File: config.mk
export PLATFORM = sky130hd
export DESIGN_NAME = mul_div_unit
export DESIGN_NICKNAME = d
export VERILOG_FILES = /design/src/rtl/mul_div_unit_pkg.sv /design/src/rtl/mul_div_unit_step.sv /design/src/rtl/mul_div_unit.sv
export SDC_FILE = /design/constraint.sdc
export NUM_CORES = 1
export LEC_CHECK = 0
export ABC_AREA = 0
export CORE_ASPECT_RATIO = 1.5
export CORE_UTILIZATION = 52
export CTS_CLUSTER_DIAMETER = 100
export DETAILED_ROUTE_END_ITERATION = 12
export MAX_ROUTING_LAYER = met4
export PLACE_DENSITY_LB_ADDON = 0.1
export SLEW_MARGIN = 20
export SYNTH_ARGS = -nofsm -noshare
export SYNTH_HDL_FRONTEND = slang
export SYNTH_SLANG_ARGS = --single-unit
File: constraint.sdc
create_clock -name clk -period 9.1 [get_ports clk]
set_clock_uncertainty 0.2 [all_clocks]
set_input_delay 1.82 -clock clk [delete_from_list [all_inputs] [get_ports clk]]
set_output_delay 1.82 -clock clk [all_outputs]
set_load 0.05 [all_outputs]
File: src/rtl/mul_div_unit_pkg.sv
`default_nettype none
// +--------------------------------------------------------------------+
// | mul_div_unit_pkg : op encodings, FSM states, default widths        |
// | Revision 1.0                                                       |
// +--------------------------------------------------------------------+
package mul_div_unit_pkg;

    localparam int DEFAULT_WIDTH_DATA  = 32;
    localparam int DEFAULT_WIDTH_MDSEL = 3;

    typedef enum logic [2:0] {
        OP_MUL    = 3'd0,
        OP_MULH   = 3'd1,
        OP_MULHSU = 3'd2,
        OP_MULHU  = 3'd3,
        OP_DIV    = 3'd4,
        OP_DIVU   = 3'd5,
        OP_REM    = 3'd6,
        OP_REMU   = 3'd7
    } md_op_t;

    typedef enum logic [1:0] {
        ST_IDLE = 2'd0,
        ST_CALC = 2'd1,
        ST_FIX  = 2'd2,
        ST_DONE = 2'd3
    } state_t;

    function automatic logic op_is_div(input md_op_t op);
        return op[2];
    endfunction

endpackage
`default_nettype wire

File: src/rtl/mul_div_unit_step.sv
`default_nettype none
// +--------------------------------------------------------------------+
// | mul_div_step : one radix-2 shift-add (mul) / restoring (div) step  |
// | Revision 1.0                                                       |
// +--------------------------------------------------------------------+
module mul_div_step #(
    parameter int WIDTH = 32
) (
    input  logic             is_div,
    input  logic [WIDTH-1:0] hi,
    input  logic [WIDTH-1:0] lo,
    input  logic [WIDTH-1:0] operand,
    output logic [WIDTH-1:0] hi_next,
    output logic [WIDTH-1:0] lo_next
);

    logic [WIDTH:0]   w_sum;
    logic [WIDTH:0]   w_shifted;
    logic [WIDTH-1:0] w_diff;
    logic             w_fits;

    // Multiply: {hi,lo} holds partial product with the multiplier in lo.
    assign w_sum = {1'b0, hi} + (lo[0] ? {1'b0, operand} : '0);

    // Divide: hi is the partial remainder, lo shifts dividend out / quotient in.
    // The true difference is below the divisor, so the low WIDTH bits suffice.
    assign w_shifted = {hi, lo[WIDTH-1]};
    assign w_fits    = (w_shifted >= {1'b0, operand});
    assign w_diff    = w_shifted[WIDTH-1:0] - operand;

    always_comb begin
        hi_next = hi;
        lo_next = lo;
        if (is_div) begin
            hi_next = w_fits ? w_diff : w_shifted[WIDTH-1:0];
            lo_next = {lo[WIDTH-2:0], w_fits};
        end else begin
            hi_next = w_sum[WIDTH:1];
            lo_next = {w_sum[0], lo[WIDTH-1:1]};
        end
    end

endmodule
`default_nettype wire

File: src/rtl/mul_div_unit.sv
`default_nettype none
// +--------------------------------------------------------------------+
// | mul_div_unit : iterative RV-style multiply/divide, fixed latency   |
// | Revision 1.0                                                       |
// +--------------------------------------------------------------------+
module mul_div_unit
    import mul_div_unit_pkg::*;
#(
    parameter int WIDTH_DATA_LENGTH  = DEFAULT_WIDTH_DATA,
    parameter int WIDTH_MDSEL_LENGTH = DEFAULT_WIDTH_MDSEL
) (
    input  logic                          clk,
    input  logic                          rst,
    input  logic                          Start,
    input  logic                          Flush,
    input  logic [WIDTH_MDSEL_LENGTH-1:0] MDSel,
    input  logic [WIDTH_DATA_LENGTH-1:0]  DataA,
    input  logic [WIDTH_DATA_LENGTH-1:0]  DataB,
    output logic                          Busy,
    output logic                          Valid,
    output logic [WIDTH_DATA_LENGTH-1:0]  DataOut
);

    localparam int W     = WIDTH_DATA_LENGTH;
    localparam int CNT_W = $clog2(W + 1);

    localparam logic [CNT_W-1:0] c_cnt_last = CNT_W'(W);
    localparam logic [W-1:0]     c_most_neg = {1'b1, {(W-1){1'b0}}};

    state_t           r_state;
    state_t           w_state_next;
    md_op_t           r_op;
    logic [W-1:0]     r_a;
    logic [W-1:0]     r_b;
    logic [W-1:0]     r_hi;
    logic [W-1:0]     r_lo;
    logic [W-1:0]     r_dout;
    logic [CNT_W-1:0] r_cnt;

    logic             w_is_div;
    logic             w_a_signed;
    logic             w_b_signed;
    logic             w_neg_a;
    logic             w_neg_b;
    logic [W-1:0]     w_mag_a;
    logic [W-1:0]     w_mag_b;
    logic [W-1:0]     w_hi_next;
    logic [W-1:0]     w_lo_next;
    logic [2*W-1:0]   w_prod;
    logic [2*W-1:0]   w_prod_fix;
    logic [W-1:0]     w_quo_fix;
    logic [W-1:0]     w_rem_fix;
    logic             w_div_zero;
    logic             w_overflow;
    logic [W-1:0]     w_result;

    // Operand signedness decoded from the captured op.
    assign w_is_div   = op_is_div(r_op);
    assign w_a_signed = (r_op == OP_MULH) || (r_op == OP_MULHSU) ||
                        (r_op == OP_DIV)  || (r_op == OP_REM);
    assign w_b_signed = (r_op == OP_MULH) || (r_op == OP_DIV) || (r_op == OP_REM);
    assign w_neg_a    = w_a_signed & r_a[W-1];
    assign w_neg_b    = w_b_signed & r_b[W-1];
    assign w_mag_a    = w_neg_a ? -r_a : r_a;
    assign w_mag_b    = w_neg_b ? -r_b : r_b;

    mul_div_step #(
        .WIDTH (W)
    ) u_step (
        .is_div  (w_is_div),
        .hi      (r_hi),
        .lo      (r_lo),
        .operand (w_mag_b),
        .hi_next (w_hi_next),
        .lo_next (w_lo_next)
    );

    always_ff @(posedge clk or posedge rst) begin
        if (rst) begin
            r_state <= ST_IDLE;
        end else begin
            r_state <= w_state_next;
        end
    end

    always_comb begin
        w_state_next = r_state;
        case (r_state)
            ST_IDLE: if (Start) w_state_next = ST_CALC;
            ST_CALC: begin
                if (Flush)                   w_state_next = ST_IDLE;
                else if (r_cnt == c_cnt_last) w_state_next = ST_FIX;
            end
            ST_FIX:  w_state_next = Flush ? ST_IDLE : ST_DONE;
            ST_DONE: w_state_next = ST_IDLE;
            default: w_state_next = ST_IDLE;
        endcase
    end

    // First CALC cycle (count 0) loads magnitudes; counts 1..W are the steps.
    always_ff @(posedge clk or posedge rst) begin
        if (rst) begin
            r_op   <= OP_MUL;
            r_a    <= '0;
            r_b    <= '0;
            r_hi   <= '0;
            r_lo   <= '0;
            r_dout <= '0;
            r_cnt  <= '0;
        end else begin
            case (r_state)
                ST_IDLE: begin
                    if (Start) begin
                        r_op  <= md_op_t'(3'(MDSel));
                        r_a   <= DataA;
                        r_b   <= DataB;
                        r_cnt <= '0;
                    end
                end
                ST_CALC: begin
                    if (!Flush) begin
                        if (r_cnt == '0) begin
                            r_hi <= '0;
                            r_lo <= w_mag_a;
                        end else begin
                            r_hi <= w_hi_next;
                            r_lo <= w_lo_next;
                        end
                        r_cnt <= r_cnt + CNT_W'(1);
                    end
                end
                ST_FIX: begin
                    if (!Flush) r_dout <= w_result;
                end
                default: ;
            endcase
        end
    end

    assign w_prod     = {r_hi, r_lo};
    assign w_prod_fix = (w_neg_a ^ w_neg_b) ? -w_prod : w_prod;
    assign w_quo_fix  = (w_neg_a ^ w_neg_b) ? -r_lo : r_lo;
    assign w_rem_fix  = w_neg_a ? -r_hi : r_hi;
    assign w_div_zero = (r_b == '0);
    assign w_overflow = (r_a == c_most_neg) && (r_b == '1);

    always_comb begin
        w_result = '0;
        case (r_op)
            OP_MUL:    w_result = w_prod_fix[W-1:0];
            OP_MULH,
            OP_MULHSU,
            OP_MULHU:  w_result = w_prod_fix[2*W-1:W];
            OP_DIV:    w_result = w_div_zero ? '1 : (w_overflow ? r_a : w_quo_fix);
            OP_DIVU:   w_result = w_div_zero ? '1 : r_lo;
            OP_REM:    w_result = w_div_zero ? r_a : (w_overflow ? '0 : w_rem_fix);
            OP_REMU:   w_result = w_div_zero ? r_a : r_hi;
            default:   w_result = '0;
        endcase
    end

    assign Busy    = (r_state == ST_CALC) || (r_state == ST_FIX);
    assign Valid   = (r_state == ST_DONE);
    assign DataOut = r_dout;

endmodule
`default_nettype wire

=== Word level (Yosys, flattened, before mapping) ===
Cells that the tools add are included.

* Bitwise operators: 4
* $add $sub $neg: 8
* Reduce and logical (&&, ||, !) cells: 18
* Muxes and demuxes: 26
* Equality and inequality tests: 16
* Order comparisons: 1

{| class="wikitable"
|+ Operators with widths
! kind !! number
|-
| 32-bit 2-to-1 mux || 16
|-
| 32-bit one-hot mux with 6 select lines || 1
|-
| 32-bit negator || 4
|-
| 32-bit equality test, second input constant || 2
|-
| 64-bit 2-to-1 mux || 1
|-
| 64-bit negator || 1
|-
| 32-bit by 33-bit adder with 33-bit output || 1
|-
| 33-bit by 32-bit greater-or-equal comparator with 1-bit output || 1
|-
| 32-bit zero test || 1
|-
| 32-bit subtractor || 1
|-
| 3-bit equality test, second input constant || 4
|-
| 6-bit 2-to-1 mux || 2
|-
| 6-bit one-hot mux with 2 select lines || 1
|-
| 2-bit 2-to-1 mux || 4
|-
| 2-bit one-hot mux with 4 select lines || 1
|-
| 2-bit AND reduction || 4
|-
| 6-bit by 1-bit adder with 6-bit output, second input constant || 1
|-
| 3-bit by 2-bit equality test with 1-bit output, second input constant || 2
|-
| 6-bit equality test, second input constant || 1
|-
| 6-bit zero test || 1
|-
| 1-bit logical OR || 6
|-
| 2-bit equality test, second input constant || 2
|-
| 2-bit inequality test, second input constant || 2
|-
| 3-bit by 1-bit equality test with 1-bit output, second input constant || 1
|-
| other kinds (11) || 12
|}

* Output and inout bits: 34
* Word-level logic and storage cells: 81
* Register bits after elaboration: 171

=== Longest topological paths before layout ===
Gate-level depths: netlist of the first run.

* Depth in word-level cells: 10
* Gate-level depth with buffers: 20
* Mapped depth without buffers: 18

=== Cells and area by module ===
From an unflattened synthesis of the first run, not the netlist that was laid out.

* Cells, all modules: 2167
* Area, all modules: 16819.9 sq um

{| class="wikitable"
|+ Modules (own cells, without submodules)
! module !! cells an instance !! area each (sq um) !! seq. area each (sq um) !! times used
|-
| mul_div_unit || 1464 || 12104.1 || 4279.1 || 1
|-
| mul_div_step || 703 || 4715.8 || 0.0 || 1
|}

=== Worst setup path before layout of the first run ===
No wires, ideal clock.

* Path type: reg-to-reg
* Start: reg r_b[0]
* End: reg r_hi[30]
* Period minus slack after synthesis: 5.702 ns
* Stages on the path, launching flop included: 21
* Data arrival time: 5.368 ns
* Path buffers: 3
* Setup slack: 3.398 ns
* Cells stage by stage: dfrtp_1 > inv_1 > ha_1 > or3b_2 > or4_4 > or4_4 > o31ai_1 > xor2_1 > ha_1 > clkbuf_1 > a211oi_1 > o21bai_1 > a21o_1 > a2111oi_0 > a21oi_1 > a31oi_1 > clkbuf_1 > clkbuf_1 > nor2_1 > o21ai_0 > o211ai_1

* Word-level cells in the longest chain between the ends: 6

{| class="wikitable"
|+ Ends and longest elaborated chain
! what !! RTL line !! text
|-
| start: declaration || mul_div_unit.sv:34 || <nowiki>logic [W-1:0] r_b;</nowiki>
|-
| start signal: assignment || mul_div_unit.sv:116 || <nowiki>r_b <= DataB;</nowiki>
|-
| 32-bit negator || mul_div_unit.sv:65 || <nowiki>assign w_mag_b = w_neg_b ? -r_b : r_b;</nowiki>
|-
| 32-bit 2-to-1 mux (*) || mul_div_unit.sv:65 ||
|-
| 32-bit 2-to-1 mux (tied with other cells) || mul_div_unit_step.sv:23 || <nowiki>assign w_sum = {1'b0, hi} + (lo[0] ? {1'b0, operand} : '0);</nowiki>
|-
| 32-bit by 33-bit adder with 33-bit output / 32-bit 2-to-1 mux (equally long branches) || mul_div_unit_step.sv:23, mul_div_unit_step.sv:35 ||
|-
| 32-bit 2-to-1 mux (*) || mul_div_unit_step.sv:34 || <nowiki>if (is_div) begin</nowiki>
|-
| 32-bit 2-to-1 mux (*) || mul_div_unit.sv:122 || <nowiki>if (r_cnt == '0) begin</nowiki>
|-
| end signal: assignment || mul_div_unit.sv:126 || <nowiki>r_hi <= w_hi_next;</nowiki>
|-
| end: declaration || mul_div_unit.sv:35 || <nowiki>logic [W-1:0] r_hi;</nowiki>
|}

Every way passes the cells marked *; elsewhere a longest branch is shown, timed or not.
A chain may end at the register's enable or synchronous reset.

=== Worst setup path after layout of the first run ===
* Start: reg r_b[0]
* End: reg r_hi[5]

Same word-level chain as after synthesis.

==> impl_results.rst, run 1 <==
.. list-table::
   :header-rows: 1

   * - Metric
     - Value
   * - Result of the run
     - finished clean
   * - Via density per instance
     - roughly 6.6
   * - Achievable clock frequency
     - around 170 MHz
   * - Largest driver fanout on the critical path
     - 55
   * - Largest family of logic cells by synthesized area
     - compound AO/OA/AOI/OAI gates
   * - Largest net degree at the start of global routing
     - 79
   * - Worst-path clk slew
     - approximately 0.07 ns
   * - Simple logic cell fraction of the synthesized area
     - a little under a fifth
   * - Post-CTS Hold Fix Bufs
     - 0
   * - Core ar.
     - roughly 30000 um2
   * - Worst r2r src
     - r_b[0]
   * - Ratio of final minimum period to clock period
     - about two thirds
   * - Final Net Count
     - approximately 2200
   * - Number of buffers created by CTS
     - 17
   * - Endpoint type of the worst setup path
     - register
   * - Highest-delay cell along the critical path
     - buf_4
   * - Antenna Violating Nets Remaining
     - 0
   * - Vias in the first global route
     - around 16000
   * - Dominant register cell in the synthesized netlist
     - dfrtp_1
   * - Number of distinct library cell variants in the gate-level netlist after synthesis
     - 77
   * - Post-CTS setup repair buffer count
     - 0
   * - Routability cong.
     - about 1.0
   * - Post-synthesis instance total
     - 2048
   * - Req. time, crit path
     - approximately 9.2 ns
   * - Area Overhead vs Synth
     - 11.63%
   * - Synthesized-area fraction occupied by ao, oa, aoi and oai cells
     - between 20 and 30%
   * - Post-synthesis share of cell area spent on full adders, half adders and majority gates
     - under 10%
   * - Top cell type's share of synthesized area
     - 26.41%
   * - Gates resized, CTS repair
     - 0
   * - Initial antenna violation count
     - 0
   * - Via count of the routed design
     - approximately 16000
   * - Number of iterations in the first detailed-routing pass
     - 7
   * - Critical path launch point type
     - register
   * - Syn Std Cell Area
     - about 16000 um2
   * - Fill count
     - approximately 2900
   * - Number of flops mapped to enable cells by yosys
     - 0
   * - Number of sinks handled by clock tree synthesis
     - ~170
   * - Standard-cell row count
     - a little under 80
   * - Relative max-transition margin
     - roughly a quarter
   * - H-tree depth reported by CTS
     - 4
   * - Setup repair after global routing missed its margin
     - false
   * - Min-Delay Startpoint
     - DataOut[16]
   * - Data arrival time of the worst path
     - ~6.2 ns
   * - Multiplexer share of the synthesized area
     - ~7.5%
   * - Ant diodes
     - 0
   * - Width of the die
     - ~150 um
   * - Asr flop ratio synth
     - 100.0%
   * - Hold/Removal Path Class
     - reg2reg
   * - Overall track demand over capacity in global routing
     - 37.69%
   * - Io pins
     - roughly 110
   * - Starting density of the core
     - 53.22%
   * - Sum of net half-perimeters after detailed placement
     - around 42000 um
   * - Share of synthesized area occupied by flip-flops and latches
     - 26.41%
   * - Worst-margin pin slew
     - roughly 1.1 ns
   * - Largest area contributor in the synthesized netlist
     - dfrtp_1
   * - Die H
     - around 220 um
   * - Clock tree from TritonCTS
     - yes
   * - Master cell of the clock root buffer
     - clkbuf_16
   * - Worst-case register-to-register setup slack
     - between 3 and 4 ns
   * - Setup TNS
     - 0 ns
   * - Area of the die
     - 31890 um2
   * - Aggregate routed wire length
     - 57470 um
   * - Final setup fails
     - 0
   * - Final-report hold violation count
     - 0
   * - Total congestion overflow
     - 0
   * - Synth Register Bits
     - roughly 170
   * - Synthesized Nets
     - 2197
   * - Number of violations of the max-capacitance limit
     - 0
   * - Syn. warnings
     - 0
   * - Post-route DRC violation count
     - 0
   * - Wire length of the first global-routing pass
     - approximately 90000 um
   * - Biggest area contributors in the synthesized netlist
     - dfrtp_1, a21oi_1, ha_1, mux2_2, xnor2_1
   * - Largest stage delay, worst path
     - 0.53 ns
   * - Insertion delay of the later-clocked pin in the worst-skew pair
     - ~0.47 ns
   * - Max Root-Sink Buffers
     - 2
   * - Min Hold Slack
     - a little under 0.3 ns
   * - Average footprint of a synthesized cell
     - a little under 8 um2
   * - CP Launch Point
     - r_b[0]
   * - Max-slew violation total from the final report
     - 0
   * - List of cells traversed by the critical path
     - inv_1 -> ha_1 -> or3b_2 -> or4_4 -> or4_4 -> o31ai_1 -> xor2_1 -> ha_1 -> a211oi_1 -> o21bai_1 -> a21o_1 -> a2111oi_0 -> a21oi_1 -> a31oi_4 -> buf_4 -> mux2_2 -> a21oi_1 -> o21ai_0
   * - Crit path time final
     - 6.028 ns
   * - Startpoint-to-endpoint class of the critical path
     - reg2reg
   * - Share of layout cells above drive strength 1
     - 8.932%
   * - Quantity of I/O buffers inserted on ports
     - 104
   * - Routed WL per cell
     - about 23 um
   * - Xor/xnor share of the synthesized area
     - between 9 and 10%
   * - Number of DRC violations after detailed-routing iteration 0
     - around 1400
cell usage after synthesis (all sizes together), types with 33 or more instances:
master and number:
xor2 87, ha 76, o31ai 33, o21ai 157
xnor2 92, a21o 34, mux2i 39, nor2 205
clkbuf 136, a21oi 209, nand2 161, a31oi 33
nor3 63, mux2 73, dfrtp 171
cells by family (layout without fill, tap and decap cells):
logic type               after synthesis  in the layout
XOR/XNOR                             179            179
flip-flops                           171            171
AND/OR/NAND/NOR                      635            635
multiplexers                         112            112
adder cells (fa/ha/maj)               78             78
buffers and inverters                186            198
AO/OA/AOI/OAI                        687            687
state kept, by name, indices dropped and copies added, names as in the netlist:
name and count:
r_state 2, r_lo 32, r_hi 32, r_b 32
r_cnt 6, DataOut 32, r_op 3, r_a 32
cell usage in the layout, fill, tap and decap left out, types with 14 or more instances in the layout:
cell and n:
xnor2_1 90, or3_1 19, nor2b_1 19, a21o_1 34, o211ai_1 25, a21oi_1 209, dfrtp_1 170, a22oi_1 14
a31oi_1 32, clkdlybuf4s50_1 104, or4_1 15, o31ai_1 33, o21a_1 14, o22ai_1 22, nor4_1 22, mux2_2 73
xor2_1 87, nor3_1 62, nor2_1 204, inv_1 25, mux2i_1 39, nand4_1 20, buf_4 34, nand2_1 160
a211oi_1 19, clkbuf_16 17, ha_1 76, o21ai_0 155, nand3_1 25
routing by layer:
metal	up-vias	global-route usage (%)	share of wire [%]
li1	7584	-	-
met1	7738	41.20	38
met2	751	64.57	50
met3	193	4.760	6.1
met4	0	24.38	6.4
met5	-	-	0
per-stage QoR:
step                      utilization [%]  cell area, um2  instances  worst slack, ns
after global routing                59.41           18090       2460            2.781
after global placement              57.47           17500       2428            3.337
final                               59.41           18090       2460            3.072
after CTS                           59.41           18090       2460            3.137
after floorplan                         -           16210       2048            2.448
after detailed placement            57.47           17500       2428            3.183
path summary, 6_finish.rpt:
path / endpoint / depth (start not counted)
setup / recovery: r_hi[5] / 18
hold / removal: DataOut[16] / 2
setup reg to reg: r_hi[5] / 18
hold reg to reg: DataOut[16] / 2
max in group asynchronous: r_a[31] / 3
min in group asynchronous: r_lo[8] / 2
layout make-up:
class / count / area [um2] / share of cell area [%]
multi-input combinational: 1691 / 11310 / 62.52
clock buffer: 18 / 429.2 / 2.372
inverter: 28 / 110.1 / 0.6087
timing repair buffer: 138 / 1296 / 7.166
sequential: 171 / 4283 / 23.68
clock inverter: 14 / 161.4 / 0.8922
tap: 400 / 500.5 / 2.767
worst max-delay path, delay by kind of cell, from the launching register on:
family                   cells  cell delay [ns]
multiplexers                 1             0.40
XOR/XNOR                     1             0.22
AND/OR/NAND/NOR              3             1.50
buffers and inverters        2             0.65
flip-flops                   1             0.44
adder cells (fa/ha/maj)      2             0.54
AO/OA/AOI/OAI                9             1.88
Power of run 1 is not shown: default switching activity piles up to over one toggle a cycle in this logic, so the estimate is an artifact.
==> run 2: changes to the inputs <==
clock period = 6.2 ns   (was 9.1 ns; I/O delays follow)
==> run 2 against run 1 <==
Compared with the run above:
- die area did not move
- sequential cell count stayed put
- core utilization increased by 0.46 points
- register-to-register slack lost 2.5 ns
- largest cell class unchanged
- maximum frequency rose by 6.8%
- via count about the same
- critical path depth is the same
- count of clock-buffer cells in the layout unchanged
- final area is 0.78% higher
- sequential share of layout area decreased by 0.18 points
- worst setup slack got worse by 2.5 ns
==> impl_results.rst, run 2 (synthesis gave the netlist of run 1 again) <==
.. list-table::
   :header-rows: 1

   * - Metric
     - Value
   * - Die H
     - 218.2 um (unchanged)
   * - Routability cong.
     - 0.9691 (-4.5%)
   * - Max Root-Sink Buffers
     - 2 (unchanged)
   * - Io pins
     - 105 (unchanged)
   * - Post-route DRC violation count
     - 0 (unchanged)
   * - Insertion delay of the later-clocked pin in the worst-skew pair
     - 0.47 ns (about the same)
   * - Critical path launch point type
     - register
   * - Final Net Count
     - 2208 (+0.55%)
   * - Req. time, crit path
     - 6.34 ns (-2.90 ns)
   * - Number of buffers created by CTS
     - 17 (unchanged)
   * - Master cell of the clock root buffer
     - clkbuf_16
   * - Width of the die
     - 146.1 um (unchanged)
   * - Setup repair after global routing missed its margin
     - false
   * - Final-report hold violation count
     - 0 (unchanged)
   * - H-tree depth reported by CTS
     - 4 (unchanged)
   * - Overall track demand over capacity in global routing
     - 37.93% (+0.24 points)
   * - Relative max-transition margin
     - 26.27% (+2.2 points)
   * - Largest delay share family, worst path
     - compound AO/OA/AOI/OAI gates
   * - Setup TNS
     - 0 ns (unchanged)
   * - Number of DRC violations after detailed-routing iteration 0
     - 1651 (+21%)
   * - Quantity of I/O buffers inserted on ports
     - 104 (unchanged)
   * - Aggregate routed wire length
     - 58140 um (+1.2%)
   * - Worst-path clk slew
     - 0.07 ns (about the same)
   * - Most common library cell in the layout ignoring fill and taps
     - a21oi_1
   * - Antenna Violating Nets Remaining
     - 0 (unchanged)
   * - Starting density of the core
     - 53.22% (unchanged)
   * - Largest driver fanout on the critical path
     - 55 (unchanged)
   * - Achievable clock frequency
     - 177.2 MHz (+6.8%)
   * - Leading cell types in the layout, fill and taps excluded
     - a21oi_1, nor2_1, dfrtp_1
   * - Clock tree from TritonCTS
     - yes
   * - Largest stage delay, worst path
     - 0.52 ns (about the same)
   * - Standard-cell row count
     - 78 (unchanged)
   * - Highest layer used for signal routing
     - met4
   * - Post-CTS Hold Fix Bufs
     - 0 (unchanged)
   * - Core ar.
     - 30450 um2 (unchanged)
   * - Via density per instance
     - 6.586 (-0.40%)
   * - Vias in the first global route
     - 15980 (-0.038%)
   * - Gates resized, CTS repair
     - 0 (unchanged)
   * - WL met3
     - 3348 um (-4.1%)
   * - Met2 WL post-DR
     - 29060 um (+1.8%)
   * - Post-CTS setup repair buffer count
     - 0 (unchanged)
   * - Fin area
     - 18230 um2 (+0.78%)
   * - List of cells traversed by the critical path
     - inv_1 -> ha_1 -> or3b_2 -> or4_4 -> or4_4 -> o31ai_1 -> xor2_1 -> ha_1 -> a211oi_1 -> o21bai_1 -> a21o_1 -> a2111oi_0 -> a21oi_1 -> a31oi_4 -> buf_12 -> mux2_2 -> a21oi_1 -> o21ai_0
   * - Highest-delay cell along the critical path
     - or3b_2
   * - Via count of the routed design
     - 16280 (+0.086%)
   * - Area after DPL
     - 17620 um2 (+0.70%)
   * - Area of the die
     - 31890 um2 (unchanged)
   * - Routed WL per cell
     - 23.52 um (+0.67%)
   * - Hold/Removal Path Class
     - reg2reg
   * - Post-layout utilization of the core
     - 59.87% (+0.46 points)
   * - Endpoint type of the worst setup path
     - register
   * - Number of sinks handled by clock tree synthesis
     - 171 (unchanged)
   * - Critical path buffers and inverters
     - 2 (unchanged)
   * - Number of violations of the max-capacitance limit
     - 0 (unchanged)
   * - Share of layout cells above drive strength 1
     - 9.416% (+0.48 points)
   * - Result of the run
     - finished clean
   * - Initial antenna violation count
     - 0 (unchanged)
   * - Max-slew violation total from the final report
     - 0 (unchanged)
   * - Crit path time final
     - 5.643 ns (-0.3854 ns)
   * - Data arrival time of the worst path
     - 5.78 ns (-0.39 ns)
   * - Worst-margin pin slew
     - 1.102 ns (-0.03295 ns)
   * - Final setup fails
     - 0 (unchanged)
   * - Area Overhead vs Synth
     - 12.50%
   * - Total congestion overflow
     - 0 (unchanged)
   * - Number of iterations in the first detailed-routing pass
     - 6 (-1)
   * - Largest net degree at the start of global routing
     - 93 (+18%)
   * - Ratio of final minimum period to clock period
     - 91.01% (+25 points)
   * - Startpoint-to-endpoint class of the critical path
     - reg2reg
   * - Met1 Routed Length
     - 22370 um (+2.7%)
   * - Wire length of the first global-routing pass
     - 90450 um (about the same)
   * - Sum of net half-perimeters after detailed placement
     - 43080 um (+1.7%)
   * - Worst-case register-to-register setup slack
     - 0.56 ns (-2.51 ns)
[run 2: metrics by stage]
stage,instances,setup WS (ns),hold slack (ns)
after floorplan,2048,0.1282,0.3232
after global placement,2440,0.7064,0.2820
after detailed placement,2440,0.6062,0.2789
after CTS,2471,0.5818,0.2946
after global routing,2471,0.2921,0.3333
final,2472,0.5572,0.2892
[run 2: routing by layer]
| metal | global-route usage, % | vias to the layer above |
|---|---|---|
| li1 | - | 7582 |
| met3 | 4.489 | 195 |
| met2 | 64.83 | 719 |
| met4 | 23.47 | 0 |
| met5 | - | - |
| met1 | 42.20 | 7784 |
[run 2: final timing paths]
path                                to  depth (start not counted)   startpoint
min                        DataOut[16]                          2  DataOut[16]
max in group asynchronous      r_op[2]                          3          rst
min reg2reg                DataOut[16]                          2  DataOut[16]
min in group asynchronous       r_a[5]                          2          rst
max reg2reg                    r_hi[5]                         18       r_b[0]
max                            r_hi[5]                         18       r_b[0]
[run 2: worst reg2reg max path, stage by stage (launching register included)]
cell and delay [ns]:
dfrtp_1 0.44, inv_1 0.11, ha_1 0.17, or3b_2 0.52, or4_4 0.49, or4_4 0.50
o31ai_1 0.26, xor2_1 0.22, ha_1 0.35, a211oi_1 0.27, o21bai_1 0.13, a21o_1 0.18
a2111oi_0 0.40, a21oi_1 0.18, a31oi_4 0.19, buf_12 0.26, mux2_2 0.43, a21oi_1 0.14
o21ai_0 0.08
[run 2: cell type report]
class / count / area [um2]
fillers: 2783 / 12220
flip-flops and latches: 171 / 4283
clock buffers: 18 / 439.2
well taps: 400 / 500.5
clock inverters: 13 / 167.7
diodes: 1 / 2.502
multi-input cells: 1691 / 11320
repair buffers: 150 / 1411
inverters: 28 / 110.1
Power of run 2 is left out for the same reason.
==> run 3: changes to the inputs <==
MAX_ROUTING_LAYER = not set   (was met4)
clock period = 6 ns   (was 6.2 ns; I/O delays follow)
==> run 3 against run 2 <==
Compared with the run above:
- critical path depth unchanged
- wire length down 2.0%
- global-route usage down 1.9 points
- final area down 0.29%
- register-to-register slack worse by 0.08 ns
- worst setup slack worse by 0.079 ns
- core utilization down 0.17 points
- hold slack better by 0.024 ns
- maximum frequency up 2.2%
- cell count about the same
- sequential share of layout area up 0.068 points
==> impl_results.rst, run 3 (synthesis gave the netlist of run 1 again) <==
.. list-table::
   :header-rows: 1

   * - Metric
     - Value
   * - Initial antenna violation count
     - 1 (+1)
   * - Clock tree from TritonCTS
     - yes
   * - Ratio of final minimum period to clock period
     - 92.03% (+1.0 points)
   * - Master cell of the clock root buffer
     - clkbuf_16
   * - Relative max-transition margin
     - 24.20% (-2.1 points)
   * - Number of iterations in the first detailed-routing pass
     - 8 (+2)
   * - Number of buffers created by CTS
     - 17 (unchanged)
   * - Share of layout cells above drive strength 1
     - 9.517% (+0.10 points)
   * - Ant diodes
     - 0 (-1)
   * - Fill count
     - 2814 (+1.1%)
   * - Routability cong.
     - 0.9741 (+0.52%)
   * - Sum of net half-perimeters after detailed placement
     - 41680 um (-3.2%)
   * - Setup TNS
     - 0 ns (unchanged)
   * - Die H
     - 218.2 um (unchanged)
   * - Setup repair after global routing missed its margin
     - false
   * - Endpoint type of the worst setup path
     - register
   * - Final Net Count
     - 2206 (-0.091%)
   * - Area Overhead vs Synth
     - 12.18%
   * - Max Root-Sink Buffers
     - 2 (unchanged)
   * - Worst-margin pin slew
     - 1.137 ns (+0.03454 ns)
   * - Standard-cell row count
     - 78 (unchanged)
   * - Starting density of the core
     - 53.22% (unchanged)
   * - Insertion delay of the later-clocked pin in the worst-skew pair
     - 0.47 ns (about the same)
   * - Io pins
     - 105 (unchanged)
   * - Final setup fails
     - 0 (unchanged)
   * - Aggregate routed wire length
     - 56980 um (-2.0%)
   * - Data arrival time of the worst path
     - 5.66 ns (-0.12 ns)
   * - Startpoint-to-endpoint class of the critical path
     - reg2reg
   * - Quantity of I/O buffers inserted on ports
     - 104 (unchanged)
   * - Hold/Removal Path Class
     - reg2reg
   * - Width of the die
     - 146.1 um (unchanged)
   * - Core ar.
     - 30450 um2 (unchanged)
   * - Via count of the routed design
     - 16280 (+0.018%)
   * - Crit path time final
     - 5.522 ns (-0.1209 ns)
   * - Via density per instance
     - 6.592 (about the same)
   * - Post-route DRC violation count
     - 0 (unchanged)
   * - Critical path launch point type
     - register
   * - Routed WL per cell
     - 23.07 um (-1.9%)
   * - Largest net degree at the start of global routing
     - 172 (+85%)
   * - Antenna Violating Nets Remaining
     - 0 (unchanged)
   * - H-tree depth reported by CTS
     - 4 (unchanged)
   * - Number of sinks handled by clock tree synthesis
     - 171 (unchanged)
   * - Total congestion overflow
     - 0 (unchanged)
   * - Leading cell types in the layout, fill and taps excluded
     - a21oi_1, nor2_1, dfrtp_1
   * - Final-report hold violation count
     - 0 (unchanged)
   * - Max-slew violation total from the final report
     - 0 (unchanged)
   * - Number of DRC violations after detailed-routing iteration 0
     - 1372 (-17%)
   * - Vias in the first global route
     - 15770 (-1.3%)
   * - Req. time, crit path
     - 6.14 ns (-0.20 ns)
   * - Wire length of the first global-routing pass
     - 88950 um (-1.7%)
   * - Number of violations of the max-capacitance limit
     - 0 (unchanged)
   * - Achievable clock frequency
     - 181.1 MHz (+2.2%)
   * - Worst-path clk slew
     - 0.07 ns (about the same)
   * - Post-route insts no fill
     - 2470 (-0.081%)
   * - Result of the run
     - finished clean
   * - DP Cell Count
     - 2436 (-0.16%)
   * - Overall track demand over capacity in global routing
     - 35.98% (-1.9 points)
   * - Most common library cell in the layout ignoring fill and taps
     - a21oi_1
   * - Largest driver fanout on the critical path
     - 28 (-49%)
   * - Area of the die
     - 31890 um2 (unchanged)
[run 3: repair_timing]
action	4_1_cts	5_1_grt
setup endpoints to repair	0	9
hold buffers	0	0
gates resized for setup	0	3
setup buffers	0	1
[run 3: layer usage]
layer	GRT usage, %	wire [um]
met4	23.51	3597
met5	0	16
met3	5.929	3462
met1	40.56	21680
met2	62.68	28220
[run 3: path summary, 6_finish.rpt]
kind / start / end / slack, ns / cells after the start
hold / removal: DataOut[16] / DataOut[16] / 0.31 / 2
setup / recovery: r_b[0] / r_hi[18] / 0.48 / 18
max in group asynchronous: rst / r_op[2] / 3.72 / 3
setup reg to reg: r_b[0] / r_hi[18] / 0.48 / 18
hold reg to reg: DataOut[16] / DataOut[16] / 0.31 / 2
min in group asynchronous: rst / r_a[20] / 1.16 / 3
[run 3: area by class of cell]
class                      count  area [um2]  share of cell area [%]
tap                          400       500.5                   2.753
multi-input combinational   1691       11330                   62.34
inverter                      28       108.9                  0.5988
clock buffer                  17       425.4                   2.340
sequential                   171        4283                   23.56
timing repair buffer         148        1414                   7.778
clock inverter                15       115.1                  0.6332
[run 3: worst max-delay path, cell delays in order (launching register included)]
cell and delay (ns):
dfrtp_1 0.44, inv_1 0.10, ha_1 0.17, or3b_2 0.52
or4_4 0.49, or4_4 0.50, o31ai_2 0.22, xor2_1 0.24
ha_2 0.37, a211oi_1 0.25, o21bai_1 0.14, a21o_1 0.19
a2111oi_1 0.38, a21oi_1 0.16, a31oi_4 0.20, buf_12 0.22
mux2_2 0.35, a21oi_1 0.15, o21ai_0 0.09
[run 3: per-stage QoR]
step / instance area, um2 / util [%] / hold WS (ns) / worst slack (ns)
2_1_floorplan: 16210 / - / 0.3232 / 0.2980
3_5_place_dp: 17600 / 57.79 / 0.2931 / 0.3574
3_3_place_gp: 17590 / 57.77 / 0.2802 / 0.4901
4_1_cts: 18140 / 59.57 / 0.3089 / 0.3552
6_report: 18180 / 59.70 / 0.3129 / 0.4781
5_1_grt: 18180 / 59.70 / 0.3359 / 0.02997
Power of run 3 is left out for the same reason.
